--- config.mk ---
export PLATFORM = sky130hd
export DESIGN_NAME = riskv_wb_dbus_master_flat
export DESIGN_NICKNAME = d
export VERILOG_FILES = /design/src/rtl/riskv_wb_pkg.sv /design/src/rtl/riskv_wb_dbus_master_if.sv /design/src/rtl/riskv_wb_timeout.sv /design/src/rtl/riskv_wb_dbus_master.sv /design/src/flat_wrapper.sv
export SDC_FILE = /design/constraint.sdc
export NUM_CORES = 1
export LEC_CHECK = 0
export ABC_CLOCK_PERIOD_IN_PS = 2600
export BUFFER_PORTS_ARGS = -buffer_cell sky130_fd_sc_hd__buf_2
export CAP_MARGIN = 20
export CORE_MARGIN = 2
export CORE_UTILIZATION = 49
export DETAILED_ROUTE_END_ITERATION = 8
export GPL_TIMING_DRIVEN = 0
export PLACE_DENSITY = 0.85
export SLEW_MARGIN = 20
export SYNTH_ARGS = -nofsm -noshare
export SYNTH_HDL_FRONTEND = slang
export SYNTH_SLANG_ARGS = --single-unit
--- constraint.sdc ---
create_clock -name clk -period 2.6 [get_ports clk]
set_clock_uncertainty 0.15 [all_clocks]
set_input_delay 0.78 -clock clk [delete_from_list [all_inputs] [get_ports clk]]
set_output_delay 0.78 -clock clk [all_outputs]
set_load 0.02 [all_outputs]
--- src/rtl/riskv_wb_pkg.sv ---
// Shared types and helpers for the rv32i Wishbone bus masters.
package riskv_wb_pkg;

   // Bus master FSM: idle, or a single Wishbone classic cycle in flight
   typedef enum logic {
      ST_IDLE = 1'b0,
      ST_BUS  = 1'b1
   } state_t;

   // Byte selects covering one full 32-bit core word
   localparam logic [3:0] WB_SEL_ALL = 4'hF;

   // Number of byte-offset bits dropped to form the Wishbone word address
   function automatic int LANE_BITS(input int data_width);
      return $clog2(data_width / 8);
   endfunction

endpackage

--- src/rtl/riskv_wb_dbus_master_if.sv ---
// Wishbone classic bus bundle between the data-bus master and the interconnect.
interface riskv_wb_dbus_master_if #(
   parameter int ADDR_WIDTH = 32,
   parameter int DATA_WIDTH = 32
);
   import riskv_wb_pkg::*;

   localparam int LB = LANE_BITS(DATA_WIDTH);

   logic [ADDR_WIDTH-LB-1:0] wb_adr;
   logic [DATA_WIDTH-1:0]    wb_dat_mosi;
   logic [DATA_WIDTH/8-1:0]  wb_sel;
   logic                     wb_cyc;
   logic                     wb_stb;
   logic                     wb_we;
   logic [DATA_WIDTH-1:0]    wb_dat_miso;
   logic                     wb_ack;
   logic                     wb_err;

   modport master (
      output wb_adr, wb_dat_mosi, wb_sel, wb_cyc, wb_stb, wb_we,
      input  wb_dat_miso, wb_ack, wb_err
   );

   modport slave (
      input  wb_adr, wb_dat_mosi, wb_sel, wb_cyc, wb_stb, wb_we,
      output wb_dat_miso, wb_ack, wb_err
   );

endinterface

--- src/rtl/riskv_wb_timeout.sv ---
// Loadable down-counter for bus-cycle watchdogs. Loading CYCLES-1 and flagging
// zero makes the expiry coincide with the CYCLES-th running cycle.
module riskv_wb_timeout #(
   parameter int unsigned CYCLES = 255
) (
   input  logic clk,
   input  logic reset_n,
   input  logic load,
   input  logic run,
   output logic expired
);

   generate
      if (CYCLES == 0) begin : g_off
         // Watchdog disabled: never expires
         logic unused_ok;
         assign unused_ok = ^{clk, reset_n, load, run};
         assign expired   = 1'b0;
      end else begin : g_on
         localparam int W = (CYCLES > 1) ? $clog2(CYCLES) : 1;

         logic [W-1:0] cnt_q;

         // Reload on a new cycle, count down while the cycle is outstanding
         always_ff @(posedge clk or negedge reset_n) begin
            if (!reset_n) begin
               cnt_q <= '0;
            end else if (load) begin
               cnt_q <= W'(CYCLES - 1);
            end else if (run && (cnt_q != '0)) begin
               cnt_q <= cnt_q - 1'b1;
            end
         end

         assign expired = (cnt_q == '0);
      end
   endgenerate

endmodule

--- src/rtl/riskv_wb_dbus_master.sv ---
// rv32i data-port to Wishbone classic master: one single-beat cycle per
// load/store strobe, with lane steering for a 64-bit bus, ERR/timeout abort
// and capture of the faulting access.
module riskv_wb_dbus_master
   import riskv_wb_pkg::*;
#(
   parameter int ADDR_WIDTH     = 32,
   parameter int DATA_WIDTH     = 32,   // 32 or 64
   parameter int TIMEOUT_CYCLES = 255   // 0 disables the watchdog
) (
   input  logic                  clk,
   input  logic                  reset_n,
   input  logic [ADDR_WIDTH-1:0] mem_addr,
   input  logic [31:0]           mem_wdata,
   input  logic [3:0]            mem_wmask,
   input  logic                  mem_wstrb,
   input  logic                  mem_rstrb,
   output logic [31:0]           mem_rdata,
   output logic                  mem_rbusy,
   output logic                  mem_wbusy,
   output logic                  bus_fault,
   output logic [ADDR_WIDTH-1:0] fault_addr,
   output logic                  fault_we,
   output logic                  fault_timeout,
   riskv_wb_dbus_master_if.master wb
);

   localparam int LB    = LANE_BITS(DATA_WIDTH);
   localparam int SEL_W = DATA_WIDTH / 8;
   localparam int WA_W  = ADDR_WIDTH - LB;

   state_t                state_q;
   logic [ADDR_WIDTH-1:0] addr_q;
   logic                  we_q;
   logic [WA_W-1:0]       wb_adr_q;
   logic [DATA_WIDTH-1:0] wb_dat_q;
   logic [SEL_W-1:0]      wb_sel_q;
   logic                  wb_cyc_q;
   logic                  wb_stb_q;
   logic                  wb_we_q;
   logic [31:0]           mem_rdata_q;
   logic                  rbusy_q;
   logic                  wbusy_q;
   logic                  bus_fault_q;
   logic [ADDR_WIDTH-1:0] fault_addr_q;
   logic                  fault_we_q;
   logic                  fault_timeout_q;

   logic [SEL_W-1:0]      sel_d;
   logic [DATA_WIDTH-1:0] dat_d;
   logic [31:0]           rdata_lane;
   logic                  accept;
   logic                  tmo_expired;
   logic                  terminate;
   logic                  fault_hit;

   // Lane steering: a 64-bit bus places the 32-bit word in the half selected
   // by addr[2]; store data is replicated so either half carries it.
   generate
      if (DATA_WIDTH == 64) begin : g_w64
         logic lane_in;
         assign lane_in    = mem_addr[2];
         assign sel_d      = mem_wstrb
                             ? (lane_in ? {mem_wmask, 4'h0}  : {4'h0, mem_wmask})
                             : (lane_in ? {WB_SEL_ALL, 4'h0} : {4'h0, WB_SEL_ALL});
         assign dat_d      = {mem_wdata, mem_wdata};
         assign rdata_lane = addr_q[2] ? wb.wb_dat_miso[63:32] : wb.wb_dat_miso[31:0];
      end else begin : g_w32
         assign sel_d      = mem_wstrb ? mem_wmask : WB_SEL_ALL;
         assign dat_d      = mem_wdata;
         assign rdata_lane = wb.wb_dat_miso[31:0];
      end
   endgenerate

   // A strobe is only honoured in IDLE; the core never strobes while busy
   assign accept    = (state_q == ST_IDLE) && (mem_rstrb || mem_wstrb);
   assign terminate = wb.wb_err || wb.wb_ack || tmo_expired;
   // ERR always faults; expiry faults only if no ACK arrived in the same cycle
   assign fault_hit = wb.wb_err || (!wb.wb_ack && tmo_expired);

   riskv_wb_timeout #(
      .CYCLES (TIMEOUT_CYCLES)
   ) u_timeout (
      .clk     (clk),
      .reset_n (reset_n),
      .load    (accept),
      .run     (state_q == ST_BUS),
      .expired (tmo_expired)
   );

   // Bus FSM: launch a cycle on a strobe, hold it until ERR/ACK/timeout
   always_ff @(posedge clk or negedge reset_n) begin
      if (!reset_n) begin
         state_q         <= ST_IDLE;
         addr_q          <= '0;
         we_q            <= 1'b0;
         wb_adr_q        <= '0;
         wb_dat_q        <= '0;
         wb_sel_q        <= '0;
         wb_cyc_q        <= 1'b0;
         wb_stb_q        <= 1'b0;
         wb_we_q         <= 1'b0;
         mem_rdata_q     <= '0;
         rbusy_q         <= 1'b0;
         wbusy_q         <= 1'b0;
         bus_fault_q     <= 1'b0;
         fault_addr_q    <= '0;
         fault_we_q      <= 1'b0;
         fault_timeout_q <= 1'b0;
      end else begin
         bus_fault_q <= 1'b0;
         case (state_q)
            ST_IDLE: begin
               if (accept) begin
                  state_q  <= ST_BUS;
                  addr_q   <= mem_addr;
                  we_q     <= mem_wstrb;
                  wb_adr_q <= mem_addr[ADDR_WIDTH-1:LB];
                  wb_dat_q <= dat_d;
                  wb_sel_q <= sel_d;
                  wb_cyc_q <= 1'b1;
                  wb_stb_q <= 1'b1;
                  wb_we_q  <= mem_wstrb;
                  rbusy_q  <= !mem_wstrb;
                  wbusy_q  <= mem_wstrb;
               end
            end
            ST_BUS: begin
               if (terminate) begin
                  state_q  <= ST_IDLE;
                  wb_cyc_q <= 1'b0;
                  wb_stb_q <= 1'b0;
                  wb_we_q  <= 1'b0;
                  rbusy_q  <= 1'b0;
                  wbusy_q  <= 1'b0;
                  if (!we_q) begin
                     mem_rdata_q <= fault_hit ? 32'h0 : rdata_lane;
                  end
                  if (fault_hit) begin
                     bus_fault_q     <= 1'b1;
                     fault_addr_q    <= addr_q;
                     fault_we_q      <= we_q;
                     fault_timeout_q <= !wb.wb_err;
                  end
               end
            end
            default: state_q <= ST_IDLE;
         endcase
      end
   end

   assign wb.wb_adr      = wb_adr_q;
   assign wb.wb_dat_mosi = wb_dat_q;
   assign wb.wb_sel      = wb_sel_q;
   assign wb.wb_cyc      = wb_cyc_q;
   assign wb.wb_stb      = wb_stb_q;
   assign wb.wb_we       = wb_we_q;

   assign mem_rdata     = mem_rdata_q;
   assign mem_rbusy     = rbusy_q;
   assign mem_wbusy     = wbusy_q;
   assign bus_fault     = bus_fault_q;
   assign fault_addr    = fault_addr_q;
   assign fault_we      = fault_we_q;
   assign fault_timeout = fault_timeout_q;

endmodule

--- src/flat_wrapper.sv ---
// flat-port wrapper written by rule: the top's interface ports become plain ports
module riskv_wb_dbus_master_flat import riskv_wb_pkg::*;
#(
   parameter int ADDR_WIDTH     = 32,
   parameter int DATA_WIDTH     = 32,              
   parameter int TIMEOUT_CYCLES = 255                             
)
  (clk, reset_n, mem_addr, mem_wdata, mem_wmask, mem_wstrb, mem_rstrb, mem_rdata, mem_rbusy, mem_wbusy, bus_fault, fault_addr, fault_we, fault_timeout, wb_wb_adr, wb_wb_dat_mosi, wb_wb_sel, wb_wb_cyc, wb_wb_stb, wb_wb_we, wb_wb_dat_miso, wb_wb_ack, wb_wb_err);
  riskv_wb_dbus_master_if #(.ADDR_WIDTH(ADDR_WIDTH), .DATA_WIDTH(DATA_WIDTH)) wb_i ();
  input  logic clk;
  input  logic reset_n;
  input  logic [ADDR_WIDTH-1:0] mem_addr;
  input  logic [31:0] mem_wdata;
  input  logic [3:0] mem_wmask;
  input  logic mem_wstrb;
  input  logic mem_rstrb;
  output logic [31:0] mem_rdata;
  output logic mem_rbusy;
  output logic mem_wbusy;
  output logic bus_fault;
  output logic [ADDR_WIDTH-1:0] fault_addr;
  output logic fault_we;
  output logic fault_timeout;
  output wire logic [$bits(wb_i.wb_adr)-1:0] wb_wb_adr;
  output wire logic [$bits(wb_i.wb_dat_mosi)-1:0] wb_wb_dat_mosi;
  output wire logic [$bits(wb_i.wb_sel)-1:0] wb_wb_sel;
  output wire logic [$bits(wb_i.wb_cyc)-1:0] wb_wb_cyc;
  output wire logic [$bits(wb_i.wb_stb)-1:0] wb_wb_stb;
  output wire logic [$bits(wb_i.wb_we)-1:0] wb_wb_we;
  input wire logic [$bits(wb_i.wb_dat_miso)-1:0] wb_wb_dat_miso;
  input wire logic [$bits(wb_i.wb_ack)-1:0] wb_wb_ack;
  input wire logic [$bits(wb_i.wb_err)-1:0] wb_wb_err;
  assign wb_wb_adr = wb_i.wb_adr;
  assign wb_wb_dat_mosi = wb_i.wb_dat_mosi;
  assign wb_wb_sel = wb_i.wb_sel;
  assign wb_wb_cyc = wb_i.wb_cyc;
  assign wb_wb_stb = wb_i.wb_stb;
  assign wb_wb_we = wb_i.wb_we;
  assign wb_i.wb_dat_miso = wb_wb_dat_miso;
  assign wb_i.wb_ack = wb_wb_ack;
  assign wb_i.wb_err = wb_wb_err;
  riskv_wb_dbus_master #(.ADDR_WIDTH(ADDR_WIDTH), .DATA_WIDTH(DATA_WIDTH), .TIMEOUT_CYCLES(TIMEOUT_CYCLES)) u_core (.clk(clk), .reset_n(reset_n), .mem_addr(mem_addr), .mem_wdata(mem_wdata), .mem_wmask(mem_wmask), .mem_wstrb(mem_wstrb), .mem_rstrb(mem_rstrb), .mem_rdata(mem_rdata), .mem_rbusy(mem_rbusy), .mem_wbusy(mem_wbusy), .bus_fault(bus_fault), .fault_addr(fault_addr), .fault_we(fault_we), .fault_timeout(fault_timeout), .wb(wb_i));
endmodule
==> results.sh <==
export IMPL_status="finished, final reports clean"
export IMPL_row_count=41
export IMPL_htreeDepth=4
export IMPL_fmax_ghz=0.407
export IMPL_die_w_um=117
export IMPL_yosys_warnings=0
export IMPL_io_pin_count=244
export IMPL_nNetsFinal=1044
export IMPL_core_area_um2=12600
export IMPL_num_vias=5689
export IMPL_clock_root_buffer="clkbuf_16"
export IMPL_p_leak_uw=0.00447
export IMPL_slew_headroom=0.492
export IMPL_grt_usage=0.251
export IMPL_layout_common_cells="266 x nand2_1, 244 x buf_2, 148 x dfrtp_1, 37 x inv_1, 35 x o21ai_0"
export IMPL_worst_pin_slew_ns=0.757
export IMPL_routabilityCongestion=0.815
export IMPL_grt_pass1_wl_um=26200
export IMPL_synth_adder_area_share=0.00200
export IMPL_synth_compound_area_frac=0.128
export IMPL_syn_mean_instance_area_um2=9.29
export IMPL_setup_viol=0
export IMPL_final_common_cell="nand2_1"
export IMPL_antenna_found_initial=0
export IMPL_wl_per_cell_um=15.0
export IMPL_cp_slowest_cell="nor4_4"
export IMPL_ys_seq_elements=148
export IMPL_async_flop_share=1.00
export IMPL_syn_nets=781
export IMPL_drv_cap=0
export IMPL_synth_ff_type="dfrtp_1"
export IMPL_placedCellCount=1090
export IMPL_cp_arrival_ns=2.58
export IMPL_via_per_inst=5.07
export IMPL_grt_overflow=0
export IMPL_clock_latency_ns=0.42
export IMPL_synth_largest_area_cell="dfrtp_1"
export IMPL_fillers=1013
export IMPL_drtAntennaViolNets=0
export IMPL_synth_area_leaders="dfrtp_1 59%, nand2_1 16%, a22oi_1 3.8%, buf_4 3.8%, o22ai_1 3.4%"
export IMPL_die_h_um=117
export IMPL_totalPowerFinal_uw=9460
export IMPL_die_area_um2=13700
export IMPL_antennaDiodeCount=0
export IMPL_netlist_area_um2=6260
export IMPL_max_stage_delay_ns=0.52
export IMPL_worstSetupPathType="reg -> reg"
export IMPL_worstPathMaxFanout=10
export IMPL_drtIter0Drc=516
export IMPL_drc=0
export IMPL_endpoint_kind="register"
export IMPL_dp_hpwl_um=11800
export IMPL_cp_start_kind="register"
export IMPL_cts_buffers=17
export IMPL_pre_cts_ws_ns=-0.157
export IMPL_crit_required_ns=2.73
export IMPL_period_share=0.945
export IMPL_clock_sinks=148
export IMPL_start_util=0.498
export IMPL_slew_viol_final=0
export IMPL_io_buffers=243
export IMPL_ys_types=42
export IMPL_min_path_type="in -> async"
export IMPL_synth_top_family_by_area="simple AND/OR/NAND/NOR gates"
export IMPL_power_density_nw_per_um2=1130
export IMPL_wl_um=16800
export IMPL_yosys_area_share_simple=0.186
export IMPL_synth_cells=674
export IMPL_setup_slack_ns=0.144
export IMPL_area_growth_pct=34.0
export IMPL_grt_max_degree=101
export IMPL_period_minus_slack_ns=2.46
export IMPL_synth_top_area_frac=0.592
export IMPL_synth_edf_count=0
export IMPL_cts_tree="done"
export IMPL_grt_pass1_vias=5408
export IMPL_final_hold_violation_count=0
export IMPL_clockBufferDepth=2
export IMPL_path_delay_family="simple AND/OR/NAND/NOR gates"
export IMPL_fin_cells=1122
export IMPL_path_clk_slew_ns=0.06
export IMPL_synth_area_mux_share=0.00320
export IMPL_drt_pre_antenna_iters=6
export IMPL_ys_seq_area_frac=0.592
export IMPL_synthXorXnorAreaFrac=0
export IMPL_drive_above_1_share=0.336
export IMPL_ir_drop_mv=0.721
export IMPL_crit_buf_inv=3
export IMPL_crit_chain="inv_1 > ha_1 > or4b_1 > buf_2 > nor4_4 > buf_6 > o22ai_1"
-- state kept, by name, summed over array words and instances (netlist names) --
| register | flops |
|---|---|
| u_core.wb.wb_cyc | 1 |
| u_core.wb.wb_dat_mosi | 32 |
| u_core.bus_fault | 1 |
| u_core.we_q | 1 |
| u_core.wb.wb_adr | 30 |
| u_core.u_timeout.g_on.cnt_q | 8 |
| u_core.fault_timeout | 1 |
| u_core.state_q | 1 |
| u_core.mem_rbusy | 1 |
| u_core.addr_q | 2 |
| u_core.wb.wb_we | 1 |
| u_core.mem_rdata | 32 |
| u_core.fault_we | 1 |
| u_core.wb.wb_sel | 4 |
| u_core.fault_addr | 32 |
-- metrics by stage --
step           TNS (ns)   util  hold slack [ns]  instance area [um^2]
2_1_floorplan         0      -            0.296                  6260
3_3_place_gp    -226.60  0.612            0.303                  7690
3_5_place_dp     -0.878  0.615            0.307                  7730
4_1_cts               0  0.666            0.101                  8370
5_1_grt         -0.0146  0.667            0.117                  8390
6_report              0  0.667           0.0966                  8390
-- worst reg2reg max path: cells and delay by family, from the launching register on --
| kind | cells | cell delay (ns) |
|---|---|---|
| fa+ha+maj | 1 | 0.19 |
| flops | 1 | 0.42 |
| compound gates | 1 | 0.09 |
| buf+inv | 3 | 0.50 |
| simple gates | 2 | 0.95 |
-- power breakdown --
| part | internal, uW | switching, uW | total, uW |
|---|---|---|---|
| combinational | 1200 | 2030 | 3230 |
| sequential | 3050 | 539 | 3580 |
| clock | 1680 | 965 | 2650 |
-- timing repair --
action	4_1_cts	5_1_grt
setup buffers	0	0
resized for setup	0	4
hold buffers	0	0
setup endpoints to repair	0	26
-- area by class of cell --
type                    count  area, um^2  share of cell area
inverters                  37         139              0.0166
plain buffers              73         420              0.0501
flip-flops and latches    148        3700               0.442
clock inverters            12         176              0.0210
multi-input cells         416        2010               0.240
well taps                 172         215              0.0257
clock buffers              20         467              0.0556
repair buffers            244        1250               0.149
-- layer usage --
metal	track usage	vias to the layer above	part of all wire	wire length (um)
li1	-	2710	-	-
met1	0.315	2739	0.42	7030
met2	0.413	223	0.50	8370
met3	0.0731	17	0.070	1180
met4	0.0949	0	0.015	244
met5	0	-	0	0
-- worst paths after layout --
| kind | cells after the start | from | slack, ns | end |
|---|---|---|---|---|
| min | 1 | reset_n | 0.1 | u_core.wb.wb_adr[26]$_DFFE_PN0P_ |
| max in group asynchronous | 2 | reset_n | 1.41 | u_core.mem_rdata[6]$_DFFE_PN0P_ |
| max reg2reg | 7 | u_core.u_timeout.g_on.cnt_q[1]$_DFFE_PN0P_ | 0.14 | u_core.fault_addr[25]$_DFFE_PN0P_ |
| min in group clk | 2 | u_core.wb.wb_dat_mosi[25]$_DFFE_PN0P_ | 0.32 | u_core.wb.wb_dat_mosi[25]$_DFFE_PN0P_ |
| min reg2reg | 2 | u_core.wb.wb_dat_mosi[25]$_DFFE_PN0P_ | 0.32 | u_core.wb.wb_dat_mosi[25]$_DFFE_PN0P_ |
| max | 7 | u_core.u_timeout.g_on.cnt_q[1]$_DFFE_PN0P_ | 0.14 | u_core.fault_addr[25]$_DFFE_PN0P_ |
-- cells in the mapped netlist, types with 3 or more instances --
master / instances
a22oi_1: 32
buf_4: 32
dfrtp_1: 148
clkbuf_1: 35
buf_6: 3
nand2_1: 266
inv_1: 37
nor2_1: 6
o22a_1: 4
o21ai_0: 35
o22ai_1: 34
-- cell families (layout without fill, tap and decap cells) --
group / after synthesis / after routing
and+or+nand+nor: 290 / 290
DFF: 148 / 148
AOI/OAI and AO/OA: 123 / 123
buffers and inverters: 110 / 386
muxes: 2 / 2
adders and majority gates: 1 / 1
No activity file was read; power rests on OpenSTA's default activity.
